$ cat src/rtl/prbs_checker_sat_counter.sv
// Saturating up-counter with synchronous clear.
//   clk, reset_n : clock and asynchronous active-low reset
//   inc          : add one (holds at all-ones)
//   clr          : zero the count; wins over inc on the same cycle
//   count        : current value
module sat_counter #(
    parameter int CountWidth = 16
) (
    input  logic                  clk,
    input  logic                  reset_n,
    input  logic                  inc,
    input  logic                  clr,
    output logic [CountWidth-1:0] count
);

    always_ff @(posedge clk or negedge reset_n) begin
        if (!reset_n) begin
            count <= '0;
        end else if (clr) begin
            count <= '0;
        end else if (inc && (count != '1)) begin
            count <= count + CountWidth'(1);
        end
    end

endmodule

$ cat config.mk
export PLATFORM = sky130hd
export DESIGN_NAME = sat_counter
export DESIGN_NICKNAME = d
export VERILOG_FILES = /design/src/rtl/prbs_checker_sat_counter.sv
export SDC_FILE = /design/constraint.sdc
export NUM_CORES = 1
export LEC_CHECK = 0
export ABC_CLOCK_PERIOD_IN_PS = 5300
export CORE_MARGIN = 4
export CORE_UTILIZATION = 50
export CTS_CLUSTER_SIZE = 12
export DETAILED_ROUTE_END_ITERATION = 16
export GPL_ROUTABILITY_DRIVEN = 0
export PLACE_DENSITY = 0.79
export RECOVER_POWER = 100
export SETUP_SLACK_MARGIN = 0.02
export SYNTH_ARGS = -nofsm -noshare
export SYNTH_HDL_FRONTEND = slang
export SYNTH_SLANG_ARGS = --single-unit
$ cat constraint.sdc
create_clock -name clk -period 5.3 [get_ports clk]
set_clock_uncertainty 0.1 [all_clocks]
set_input_delay 1.325 -clock clk [delete_from_list [all_inputs] [get_ports clk]]
set_output_delay 1.325 -clock clk [all_outputs]
set_load 0.05 [all_outputs]
# After elaboration in Yosys (flattened, before gate mapping)

Cells that the tools add are included.

Add/subtract/negate cells: 1
Equal/unequal tests: 1
Mux-type cells: 2
Reduce and logical (&&, ||, !) cells: 2

Operators by type and width:

| cell                    | number |
|---|---|
| $mux W16                | 2 |
| $add A16 B1 Y16 const B | 1 |
| $ne A16 B16 Y1 const B  | 1 |
| $reduce_bool A2 Y1      | 1 |
| $logic_and A1 B1 Y1     | 1 |

Register bits: 16
Input port bits: 4
Output and inout bits: 16
Word-level logic and storage cells: 7

# Logic depth before layout (Yosys ltp)

Gate-level depths: netlist of run 1.

Word-level depth: 4
Gate-level depth with buffers: 6
Depth with buffers taken out: 5

# Worst setup path after synthesis of run 1

No wires, ideal clock.

Path kind: input to register
Start: input inc
End: register count[3]
Library setup time: 78 ps
Arrival: 2299 ps
Required time: 5122 ps
Slack: 2823 ps
Cell stages on the path: 4
Path buffers: 1
Cells stage by stage: inv_1 > clkbuf_1 > or4_2 > a21oi_1

Cells in the longest elaborated chain, start to end: 2

RTL lines:

| element                      | line | text |
|---|---|---|
| start, declared              | 11   | `input logic inc,` |
| $logic_and A1 B1 Y1          | 21   | `end else if (inc && (count != '1)) begin` |
| $reduce_bool A2 Y1 (no line) | n/a  |  |
| end signal, assigned         | 22   | `count <= count + CountWidth'(1);` |
| end, declared                | 13   | `output logic [CountWidth-1:0] count` |

Every way passes these cells.
A chain may end at the register's enable or synchronous reset.

# Worst setup path in the final report of run 1

Start: register count[7]
End: output count[7]

No word-level cell between the ends.

==> impl.org, run 1 <==
** Synth
- The synthesized design contains 16 register bits.
- Synthesis produced a netlist whose cell count is 98.
- Portion of the post-synthesis area used by sequential elements :: 42.5%
- Cell taking the most area after synthesis :: dfrtp_1
- A synthesized cell averages 9.61 um2.
- YS warnings :: 0
- Share of Yosys cell area claimed by the top area cell type :: 42.5%
- Synthesized netlist net count :: 103
- Cell types occupying the most area after synthesis :: dfrtp_1 (42%), a21oi_1 (5.8%), o31ai_1 (5.6%)
- Count of unique library cells instantiated by Yosys :: 28
- The synthesized netlist occupies a cell area of 942 um2.

** Clocking
- Once the clock tree was built, the setup fixing pass inserted 0 buffers.
- Hold bufs inserted after CTS :: 0
- TritonCTS built the clock tree.
- The cell sitting at the root of the clock tree is a clkbuf_4.
- CTS built an H-tree with a depth of 1.
- Clk sinks :: 16
- The number of clock buffers added by TritonCTS is 3.
- The longest clock path from root to sink contains 2 buffers.
- After clock tree synthesis, the clock-pin slew on the worst setup and hold paths is 0.10 ns.
- Insertion delay of the later-clocked pin in the worst-skew pair :: 0.30 ns
- In this run, post-CTS repair resized a total of 0 instances.

** Hold path
- The worst hold path belongs to the class register to register.
- WHS Path Cells :: 2
- End point of the most critical hold path :: count[14]$_DFFE_PN0P_
- Origin of the worst min-delay path :: count[14]$_DFFE_PN0P_

** Worst setup path
- Type of element capturing the critical path :: primary output
- The number of buffers and inverters on the critical path is 1.
- STA classifies the critical path startpoint as a register.
- Endpoint of the worst-slack reg-to-reg timing path :: count[15]$_DFFE_PN0P_
- The worst register-to-register path begins at count[0]$_DFFE_PN0P_.
- Number of cells on the worst reg-to-reg path :: 5
- For flop-to-flop paths, the worst setup slack is 2.93 ns.
- Cell with the biggest individual delay on the critical path :: dlygate4sd3_1
- In this run the worst path has a maximum fanout of 8.
- Arr. time, crit path :: 1.70 ns
- On the worst path, the slowest cell contributes a delay of 0.91 ns.
- The critical path in this run is classified as register to primary output.
- Required time worst endpoint :: 3.88 ns
- The kind of cell with the highest combined delay along the critical path is buffers and inverters.
- Walking the worst path, the cells encountered are dlygate4sd3_1.

** Run
- The tool flagged a number of max-cap violations equal to 0.

** Final layout
- Share of post-route cells with drive strength above 1 :: 11.2%
- Registers with the most flip-flops :: count x16
- The register with the most flip-flops in the layout has 16 of them.
- Number of antenna cells inserted :: 0
- Layout-stage area growth over the synthesis result :: 24.6%
- Leaving out fill and tap cells, the most frequent cell in the layout is dlygate4sd3_1.
- Post-layout net count :: 122
- Leading cell types in the layout, fill and taps excluded :: dlygate4sd3_1 (19), dfrtp_1 (16), a21oi_1 (11)
- Summing all non-filler instances in the final layout gives an area of 1170 um2.
- Ranked by flip-flop count, first place goes to count.

** GRT
- GRT Overall Usage :: 18.3%
- Global routing finished with a remaining overflow of 0.
- The number of global-route vias before repair came to 779.
- First-pass GRT wire length :: 3640 um
- Entering global routing, the biggest net connects 23 pins.
- Initial antenna violation count :: 0

** STA
- Final Critical Period :: 3.13 ns
- Setup violations remaining at the end of the flow were counted as 0.
- Summed over all failing endpoints, the final setup total negative slack is 0 ns.
- Final-report max-slew violation count :: 0
- Unrepaired setup endpoints after global routing :: false
- Number of endpoints with negative hold slack in the final report :: 0
- The worst pin sits at a relative slew slack of 40.9%.
- Final period util :: 59.0%
- Transition time at the pin with the least slew margin :: 0.881 ns
- Derived from the worst setup path, the maximum achievable clock frequency is 0.320 GHz.
- In the post-route analysis, the smallest setup slack over all paths is 2.17 ns.

** Outcome
- Run status :: finished, final reports clean

** Power and ir drop
- The design draws 225 uW.
- IR analysis of the VDD net gives a maximum drop of 0.000170 V.
- Summed over all cells, the static leakage comes to 0.000515 uW.
- Power density over cell area :: 192 nW/um2

** Die
- Die outline area :: 2640 um2
- Count of boundary I/O pins :: 20
- Measured along the x axis, the die boundary spans 51.4 um.
- Once the floorplan was initialized, standard cells occupied 53.4% of the core.
- Vert. Die Dim :: 51.4 um
- The total area inside the core boundary comes to 1760 um2.
- Row generation in the floorplan step produced 15 rows.

** Route
- Average wire per standard cell :: 15.3 um
- Drt via density :: 6.15
- After detailed routing, the number of remaining DRC violations is 0.
- Via Count :: 867
- Pre-antenna DRT Iters :: 4
- The first routing iteration left 27 violations.
- Final ANT Viol Nets :: 0
- Summed over all layers, the routed wires come to 2160 um.

** Placed design
- After detailed placement, the total cell area comes to 1140 um2.
- Number of port buffers :: 19
- Placed wire-length estimate after detailed placement :: 1500 um
- At the placement stage, the worst setup path has a slack of 2.11 ns.
-- cell families (layout without fill, tap and decap cells) --
| group | after synthesis | after routing | synth area share (%) |
|---|---|---|---|
| AND/OR/NAND/NOR | 45 | 45 | 31.2 |
| AO/OA/AOI/OAI | 24 | 24 | 16.2 |
| flip-flops | 16 | 16 | 42.5 |
| buffers and inverters | 8 | 26 | 3.98 |
| multiplexers | 4 | 4 | 4.78 |
| adder cells (fa/ha/maj) | 1 | 1 | 1.33 |
-- final cells by class --
type / count / area, um2
multi-input combinational: 74 / 504
sequential: 16 / 400
timing repair buffer: 19 / 190
tap: 25 / 31.3
clock buffer: 4 / 36.3
fill: 161 / 591
inverter: 3 / 11.3
-- power by group --
group          total [uW]  switching, uW  leakage [uW]  internal [uW]
logic                18.1           13.2      0.000271           4.89
clock network        82.7           40.8     0.0000210           41.9
registers             124           1.36      0.000222            123
-- worst max-delay path by stage --
stage / to / slack (ns) / depth (start not counted) / startpoint
6_report: count[7] / 2.17 / 1 / count[7]$_DFFE_PN0P_
4_1_cts: count[7] / 2.22 / 1 / count[7]$_DFFE_PN0P_
5_1_grt: count[2] / 2.11 / 1 / count[2]$_DFFE_PN0P_
3_3_place_gp: count[3]$_DFFE_PN0P_ / 2.18 / 4 / inc
2_1_floorplan: count[3]$_DFFE_PN0P_ / 2.82 / 4 / inc
3_5_place_dp: count[3]$_DFFE_PN0P_ / 2.11 / 4 / inc
-- metal layers --
metal  global-route usage (%)  part of all wire [%]
met5                        0                     0
met3                     6.41                   7.3
met1                     23.9                    43
met4                     4.80                  0.28
met2                     28.6                    49
-- through the flow --
step / util, % / hold WS [ns] / instances
6_report: 66.5 / 0.499 / 141
2_1_floorplan: - / 0.709 / 98
5_1_grt: 66.5 / 0.540 / 141
4_1_cts: 66.5 / 0.502 / 141
3_3_place_gp: 64.5 / 0.482 / 137
3_5_place_dp: 64.5 / 0.489 / 137
-- cell usage after synthesis --
cell / count
clkbuf_1: 4
nand4_2: 1
and3_1: 2
nand2_1: 6
and4_2: 2
nor2_1: 4
dfrtp_1: 16
a211oi_2: 1
inv_1: 3
a21oi_1: 11
o21ai_1: 3
nor4_1: 4
nand3_1: 3
or3_1: 2
or3_2: 1
buf_6: 1
nor2b_1: 4
o21ai_0: 1
or4_2: 2
nand3b_1: 1
nand4_1: 6
nor3_1: 1
o211ai_2: 1
o31ai_1: 7
mux2_1: 4
or4_1: 5
nor4_4: 1
ha_1: 1
Power figures use the tool's default switching activity.
==> run 2, diff against run 1 <==
--- a/config.mk
+++ b/config.mk
@@ -5,13 +5,13 @@
 export SDC_FILE = /design/constraint.sdc
 export NUM_CORES = 1
 export LEC_CHECK = 0
-export ABC_CLOCK_PERIOD_IN_PS = 5300
+export ABC_CLOCK_PERIOD_IN_PS = 2700
 export CORE_MARGIN = 4
-export CORE_UTILIZATION = 50
+export CORE_UTILIZATION = 44
 export CTS_CLUSTER_SIZE = 12
 export DETAILED_ROUTE_END_ITERATION = 16
 export GPL_ROUTABILITY_DRIVEN = 0
-export PLACE_DENSITY = 0.79
+export PLACE_DENSITY = 0.73
 export RECOVER_POWER = 100
 export SETUP_SLACK_MARGIN = 0.02
 export SYNTH_ARGS = -nofsm -noshare
==> constraint.sdc (replaced) <==
create_clock -name clk -period 2.7 [get_ports clk]
set_clock_uncertainty 0.1 [all_clocks]
set_input_delay 0.675 -clock clk [delete_from_list [all_inputs] [get_ports clk]]
set_output_delay 0.675 -clock clk [all_outputs]
set_load 0.05 [all_outputs]
==> run 2 against run 1 <==
  * Global-route usage is 1.6 points lower
  * Die area rose by 11%
  * Clock-buffer cell count is the same
  * Combinational power rose by 100%
  * Wire length shrank 2.5%
  * Sequential power grew 98%
  * Sequential cell count stayed put
  * Hold slack gained 0.0013 ns
  * Non-clock buffer count increased by 2
  * Critical endpoint unchanged
  * Largest cell class unchanged
==> impl.org, run 2 (synthesis results as in run 1) <==
** Outcome
- Run status :: finished, final reports clean

** STA
- The final critical path takes up 90.9% of the cycle.
- Final Critical Period :: 2.45 ns
- In this run the tightest slew margin relative to its limit is 53.1%.
- Setup violations remaining at the end of the flow were counted as 0.
- Setup repair after global routing left no endpoint under its margin.
- The max-slew violation total from the final report was 0.
- Based on the critical path, the design can be clocked at up to 0.407 GHz.
- At the pin with the least slew margin, the transition time is 0.701 ns.
- The final-report hold violation count is 0.
- Adding up every negative setup slack in the final design gives 0 ns.

** Die
- Placeable core region :: 2000 um2
- Count of boundary I/O pins :: 20
- In this run the vertical extent of the chip is 54.3 um.
- Number of standard-cell rows in the floorplan :: 16
- Width of the chip :: 54.3 um
- Once the floorplan was initialized, standard cells occupied 47.1% of the core.
- Die outline area :: 2950 um2

** Route
- Average wire per standard cell :: 14.5 um
- Drt via density :: 6.12
- Post-route DRC :: 0
- Via Count :: 888
- In this run, the number of DRC markers left after iteration 0 of detailed routing was 18.
- The pre-antenna-repair detailed-routing pass consisted of 4 iterations.
- In this run the remaining antenna-violating nets after routing total 0.
- Drt total wl :: 2110 um

** GRT
- Vias in the first global route :: 778
- Pin count of the biggest net entering global routing :: 23
- The first global-routing pass estimated 3460 um of wire.
- Initial antenna violation count :: 0
- For this run, the total global-route usage over all layers was measured as 16.7%.
- Total overflow reported by the global router :: 0

** Power and ir drop
- Combinational logic burns 8.4% of the power.
- Cell internal power was estimated by the tool at 335 uW.
- Of the total power, the share spent switching nets is 23.5%.
- Dividing total power by cell area gives a power density of 371 nW/um2.
- Net Switching :: 103 uW
- In this run the static leakage power is 0.000504 uW.
- The worst-case IR drop observed on VDD is 0.000270 V.
- Clock power frac :: 35.6%
- The share of total power dissipated in sequential elements is 55.9%.

** Worst setup path
- Max Fanout on Critical Path :: 8
- CP peak stage delay :: 0.91 ns
- In this design, the largest share of critical-path delay is due to buffers and inverters.
- Sort of element at the start of the critical path :: register
- Type of element capturing the critical path :: primary output
- Cell with the biggest individual delay on the critical path :: dlygate4sd3_1
- Counting both buffers and inverters, the worst setup path holds a total of 1.
- Arr. time, crit path :: 1.68 ns
- Setup Crit Path Kind :: register to primary output
- Cell-by-cell trace of the critical path :: dlygate4sd3_1
- Required time worst endpoint :: 1.92 ns

** Clocking
- Cell at the root of the clock tree :: clkbuf_4
- Clock buffer count from CTS :: 3
- The later pin in the worst-skew pair is clocked with a latency of 0.29 ns.
- Count of buffers added by post-CTS timing repair for setup :: 0
- CTS saw 16 sinks.
- Hold bufs inserted after CTS :: 0
- In this run, post-CTS repair resized a total of 0 instances.
- Deepest level of the CTS H-tree :: 1
- TritonCTS built the clock tree.
- Bufs on Longest Clock Path :: 2
- After clock tree synthesis, the clock-pin slew on the worst setup and hold paths is 0.10 ns.

** Final layout
- Final Non-Filler Cells :: 145
- In the final layout, the multi-input gates occupy 495 um2.
- Counting flops per register, the top entry is count.
- Relative to the synthesized area, the layout overhead comes to 25.1%.
- Leading cell types in the layout, fill and taps excluded :: dlygate4sd3_1 (18), dfrtp_1 (16), a21oi_1 (11)
- FILL cells :: 182
- Flip-flop count of the largest register, all copies and words added :: 16
- The number of antenna diodes in the final layout is 0.
- The largest registers in the layout are count x16.
- The sequential cells in the finished layout cover a total of 400 um2.
- Cells with a size suffix above 1 make up 11.9% of the layout.
- Commonest non-fill, non-tap cell in the layout :: dlygate4sd3_1
- Post-layout net count :: 124

** Run
- Number of maximum-capacitance violations :: 0

** Placed design
- Placed wire-length estimate after detailed placement :: 1520 um
- Placed Cells :: 141
- Number of port buffers :: 19

** Hold path
- Path type of the worst min-delay path :: register to register
run 2: changes by cell type in the layout (fill, tap and decap cells not counted):
cell / previous run / this run
buf_4: 0 / 1
clkbuf_1: 0 / 1
clkdlybuf4s50_1: 0 / 1
dlygate4sd3_1: 19 / 18
nor4_2: 0 / 1
nor4_4: 1 / 0
run 2: through the flow:
stage          area (um2)  util, %  setup WS, ns  hold slack (ns)  power [uW]
3_5_place_dp         1150     57.7         0.198            0.484         288
4_1_cts              1190     59.5         0.289            0.500         445
5_1_grt              1180     58.9         0.138            0.524         464
2_1_floorplan         942        -         0.484            0.279         270
6_report             1180     58.9         0.245            0.500         437
3_3_place_gp         1150     57.7         0.243            0.480         287
run 2: final timing paths:
kind	from	to	slack, ns	cells after the start
setup reg to reg	count[0]$_DFFE_PN0P_	count[4]$_DFFE_PN0P_	0.31	6
hold / removal	count[14]$_DFFE_PN0P_	count[14]$_DFFE_PN0P_	0.50	2
hold reg to reg	count[14]$_DFFE_PN0P_	count[14]$_DFFE_PN0P_	0.50	2
max in group asynchronous	reset_n	count[15]$_DFFE_PN0P_	1.28	1
min in group asynchronous	reset_n	count[12]$_DFFE_PN0P_	0.76	1
setup / recovery	count[7]$_DFFE_PN0P_	count[7]	0.25	1
run 2: final cells by class:
type,instances,area share (%)
clock buffers,4,3.08
inverters,3,0.955
multi-input cells,74,42.0
flip-flops and latches,16,34.0
well taps,27,2.87
repair buffers,21,17.1
run 2: per-layer routing:
layer  vias to the layer above  GRT usage, %  part of all wire (%)
met5                         -             0                     0
met4                         0          7.05                  0.95
met3                         2          5.72                   6.3
met2                        24          26.1                    47
met1                       442          20.7                    46
li1                        420             -                     -
run 2: power groups by stage:
stage	clock network [uW]	registers, uW	logic, uW
2_1_floorplan	0	257	13.5
5_1_grt	178	245	40.5
6_report	156	245	36.9
3_5_place_dp	0	249	38.7
3_3_place_gp	0	249	38.2
4_1_cts	161	245	39.0
==> run 3, diff against run 2 <==
--- a/config.mk
+++ b/config.mk
@@ -7,11 +7,12 @@
 export LEC_CHECK = 0
 export ABC_CLOCK_PERIOD_IN_PS = 2700
 export CORE_MARGIN = 4
-export CORE_UTILIZATION = 44
+export CORE_UTILIZATION = 50
 export CTS_CLUSTER_SIZE = 12
 export DETAILED_ROUTE_END_ITERATION = 16
+export DONT_BUFFER_PORTS = 1
 export GPL_ROUTABILITY_DRIVEN = 0
-export PLACE_DENSITY = 0.73
+export PLACE_DENSITY = 0.68
 export RECOVER_POWER = 100
 export SETUP_SLACK_MARGIN = 0.02
 export SYNTH_ARGS = -nofsm -noshare
==> run 3 against run 2 <==
  * Via count down 3.2%
  * Largest power group unchanged
  * Final area down 9.7%
  * Highest routed layer unchanged
  * Core utilization grew 1.5 points
==> impl.org, run 3 (synthesis results as in run 1) <==
** STA
- Worst slew margin :: 45.4%
- Final-report max-slew violation count :: 0
- For the finished layout, the period the worst path requires is 2.30 ns.
- Total setup violations reported at the end of the flow :: 0
- Dividing the final minimum period by the clock period gives 85.4%.
- Final-layout setup total negative slack :: 0 ns
- Setup repair after global routing left no endpoint under its margin.
- Timing would allow up to 0.434 GHz.
- Transition time at the pin with the least slew margin :: 0.820 ns
- Number of endpoints with negative hold slack in the final report :: 0

** Clocking
- CTS built an H-tree with a depth of 1.
- Clock-pin slew was measured on the worst setup and hold paths at 0.10 ns.
- The number of setup buffers added after CTS is 0.
- TritonCTS clock tree :: yes
- Clock tree synthesis inserted a total of 3 buffers.
- The later pin in the worst-skew pair is clocked with a latency of 0.29 ns.
- Cell at the root of the clock tree :: clkbuf_4
- Clk sinks :: 16
- In this run the deepest clock path goes through 2 buffers.

** Power and ir drop
- The analysis attributes to cell leakage a power of 0.000434 uW.
- Combinational logic is responsible for 6.8% of the overall power.
- Clock power frac :: 37.3%
- VDD sags by at most 0.000199 V.
- Net Switching :: 104 uW
- Internal Dissipation :: 331 uW
- In this run switching power makes up 23.9% of total power.
- Sequential fraction of design power :: 55.8%
- In this run the power density over the cells is 409 nW/um2.

** Worst setup path
- For the worst setup path, the data arrival time is 2.43 ns.
- R2r setup slk :: 0.40 ns
- Cell-by-cell trace of the critical path :: clkbuf_1, and3_1, o211ai_2, or4_1, a21oi_1
- The worst setup path is launched from a register.
- The worst register-to-register path ends at count[14]$_DFFE_PN0P_.
- Together, buffers and inverters on the worst path number 1.
- Stages on the worst setup path :: 5
- Setup Crit Path Kind :: register to register
- For the worst flop-to-flop path, the logic depth is 5.
- Type of element capturing the critical path :: register
- On the critical path, the stage with the largest delay is an instance of clkbuf_1.
- In this run the critical register-to-register path is launched from count[7]$_DFFE_PN0P_.
- CP peak stage delay :: 0.62 ns
- In this design, the largest share of critical-path delay is due to simple AND/OR/NAND/NOR gates.
- Required time worst endpoint :: 2.82 ns
- Max Fanout on Critical Path :: 8

** Final layout
- FILL cells :: 177
- Summing all multi-input logic gate instances after layout gives 504 um2.
- Number of antenna cells inserted :: 0
- Finished Core Util :: 60.4%
- Post-layout net count :: 118
- With fillers left out, the area of the finished cells amounts to 1060 um2.
- Commonest non-fill, non-tap cell in the layout :: dfrtp_1
- Registers with the most flip-flops :: count x16
- In the final layout, the share of cells above drive strength 1 is 16.1%.
- From synthesis to final layout, the design area changed by 13.0%.
- Flip-flop count of the largest register, all copies and words added :: 16
- In the layout the commonest cells are dfrtp_1 (16), a21oi_1 (11), clkbuf_1 (9).
- Counting flops per register, the top entry is count.
- Summing all flip-flop and latch instances after layout gives 400 um2.

** Route
- In the final routed layout, each cell accounts on average for 16.3 um.
- The routed layout has 860 vias.
- Starting DRC count in detailed routing :: 17
- Drt via density :: 6.28
- Final ANT Viol Nets :: 0
- Pre-antenna DRT Iters :: 4
- Post-route DRC :: 0
- After detailed routing, the total wire length is 2230 um.

** Placed design
- The HPWL after detailed placement is 1570 um.
- Number of port buffers :: 0
- Post-place instance area :: 1050 um2

** Die
- Count of boundary I/O pins :: 20
- The die covers 2640 um2.
- For this configuration, the core starts out at a cell density of 53.4%.
- Width of the chip :: 51.4 um
- The floorplan step defined a core boundary enclosing 1760 um2.
- The floorplan has 15 rows.
- Vert. Die Dim :: 51.4 um

** GRT
- Pin count of the biggest net entering global routing :: 23
- Summed over all layers, the global routing overflow is 0.
- The first global-routing pass estimated 4000 um of wire.
- The initial antenna violation count came to 0.
- The number of global-route vias before repair is 870.
- GRT Overall Usage :: 20.2%

** Hold path
- Counting instances, the worst hold path has a depth of 1.
- The min-delay analysis places its worst path in the category primary input to register.
- The startpoint identified for the worst hold timing path is clr.
- The path with the worst hold slack has its endpoint at count[4]$_DFFE_PN0P_.

** Run
- Number of maximum-capacitance violations :: 0

** Outcome
- The flow ran to the end, and the final reports show no timing, DRC or antenna violations.
==> run 3: worst max-delay path by stage <==
| stage | endpoint | slack (ns) | startpoint |
|---|---|---|---|
| 4_1_cts | count[3]$_DFFE_PN0P_ | 0.55 | count[6]$_DFFE_PN0P_ |
| 6_report | count[14]$_DFFE_PN0P_ | 0.40 | count[7]$_DFFE_PN0P_ |
| 2_1_floorplan | count[15]$_DFFE_PN0P_ | 0.48 | count[0]$_DFFE_PN0P_ |
| 5_1_grt | count[1]$_DFFE_PN0P_ | 0.20 | count[13]$_DFFE_PN0P_ |
| 3_3_place_gp | count[4]$_DFFE_PN0P_ | 0.65 | count[6]$_DFFE_PN0P_ |
| 3_5_place_dp | count[3]$_DFFE_PN0P_ | 0.61 | count[15]$_DFFE_PN0P_ |
==> run 3: area by class of cell <==
type	count	share of cell area, %
clock buffer	4	3.41
inverter	3	1.06
multi-input combinational	74	47.4
sequential	16	37.6
tap	25	2.94
timing repair buffer	15	7.64
==> run 3: timing repair <==
item	in CTS	in global routing
setup endpoints to repair	0	0
endpoints found under the hold margin	16	0
gates resized for setup	0	0
hold buffers	1	0
==> run 3: worst register-to-register path: stages, from the launching register on <==
cell	delay [ns]
dfrtp_1	0.36
clkbuf_1	0.62
and3_1	0.32
o211ai_2	0.17
or4_1	0.51
a21oi_1	0.15
==> run 3: per-stage QoR <==
stage          cells  hold slack (ns)  total power [uW]  setup slack, ns
5_1_grt          137            0.307               453            0.202
3_3_place_gp     132            0.280               272            0.652
6_report         137            0.322               435            0.395
3_5_place_dp     132            0.280               272            0.612
2_1_floorplan     98            0.279               270            0.484
4_1_cts          137            0.313               442            0.554
==> run 3: power by group through the flow <==
stage	registers, uW	clock network (uW)	logic [uW]
final	243	163	29.7
after global routing	244	176	33.1
after CTS	243	168	30.5
after detailed placement	248	0	24.4
after floorplan	257	0	13.5
after global placement	248	0	23.7
==> run 3: per-layer routing <==
metal / GRT usage, % / vias up / share of wire, %
li1: - / 411 / -
met1: 27.1 / 419 / 46
met2: 31.4 / 26 / 47
met3: 4.37 / 4 / 5.9
met4: 8.30 / 0 / 1.2
met5: 0 / - / 0
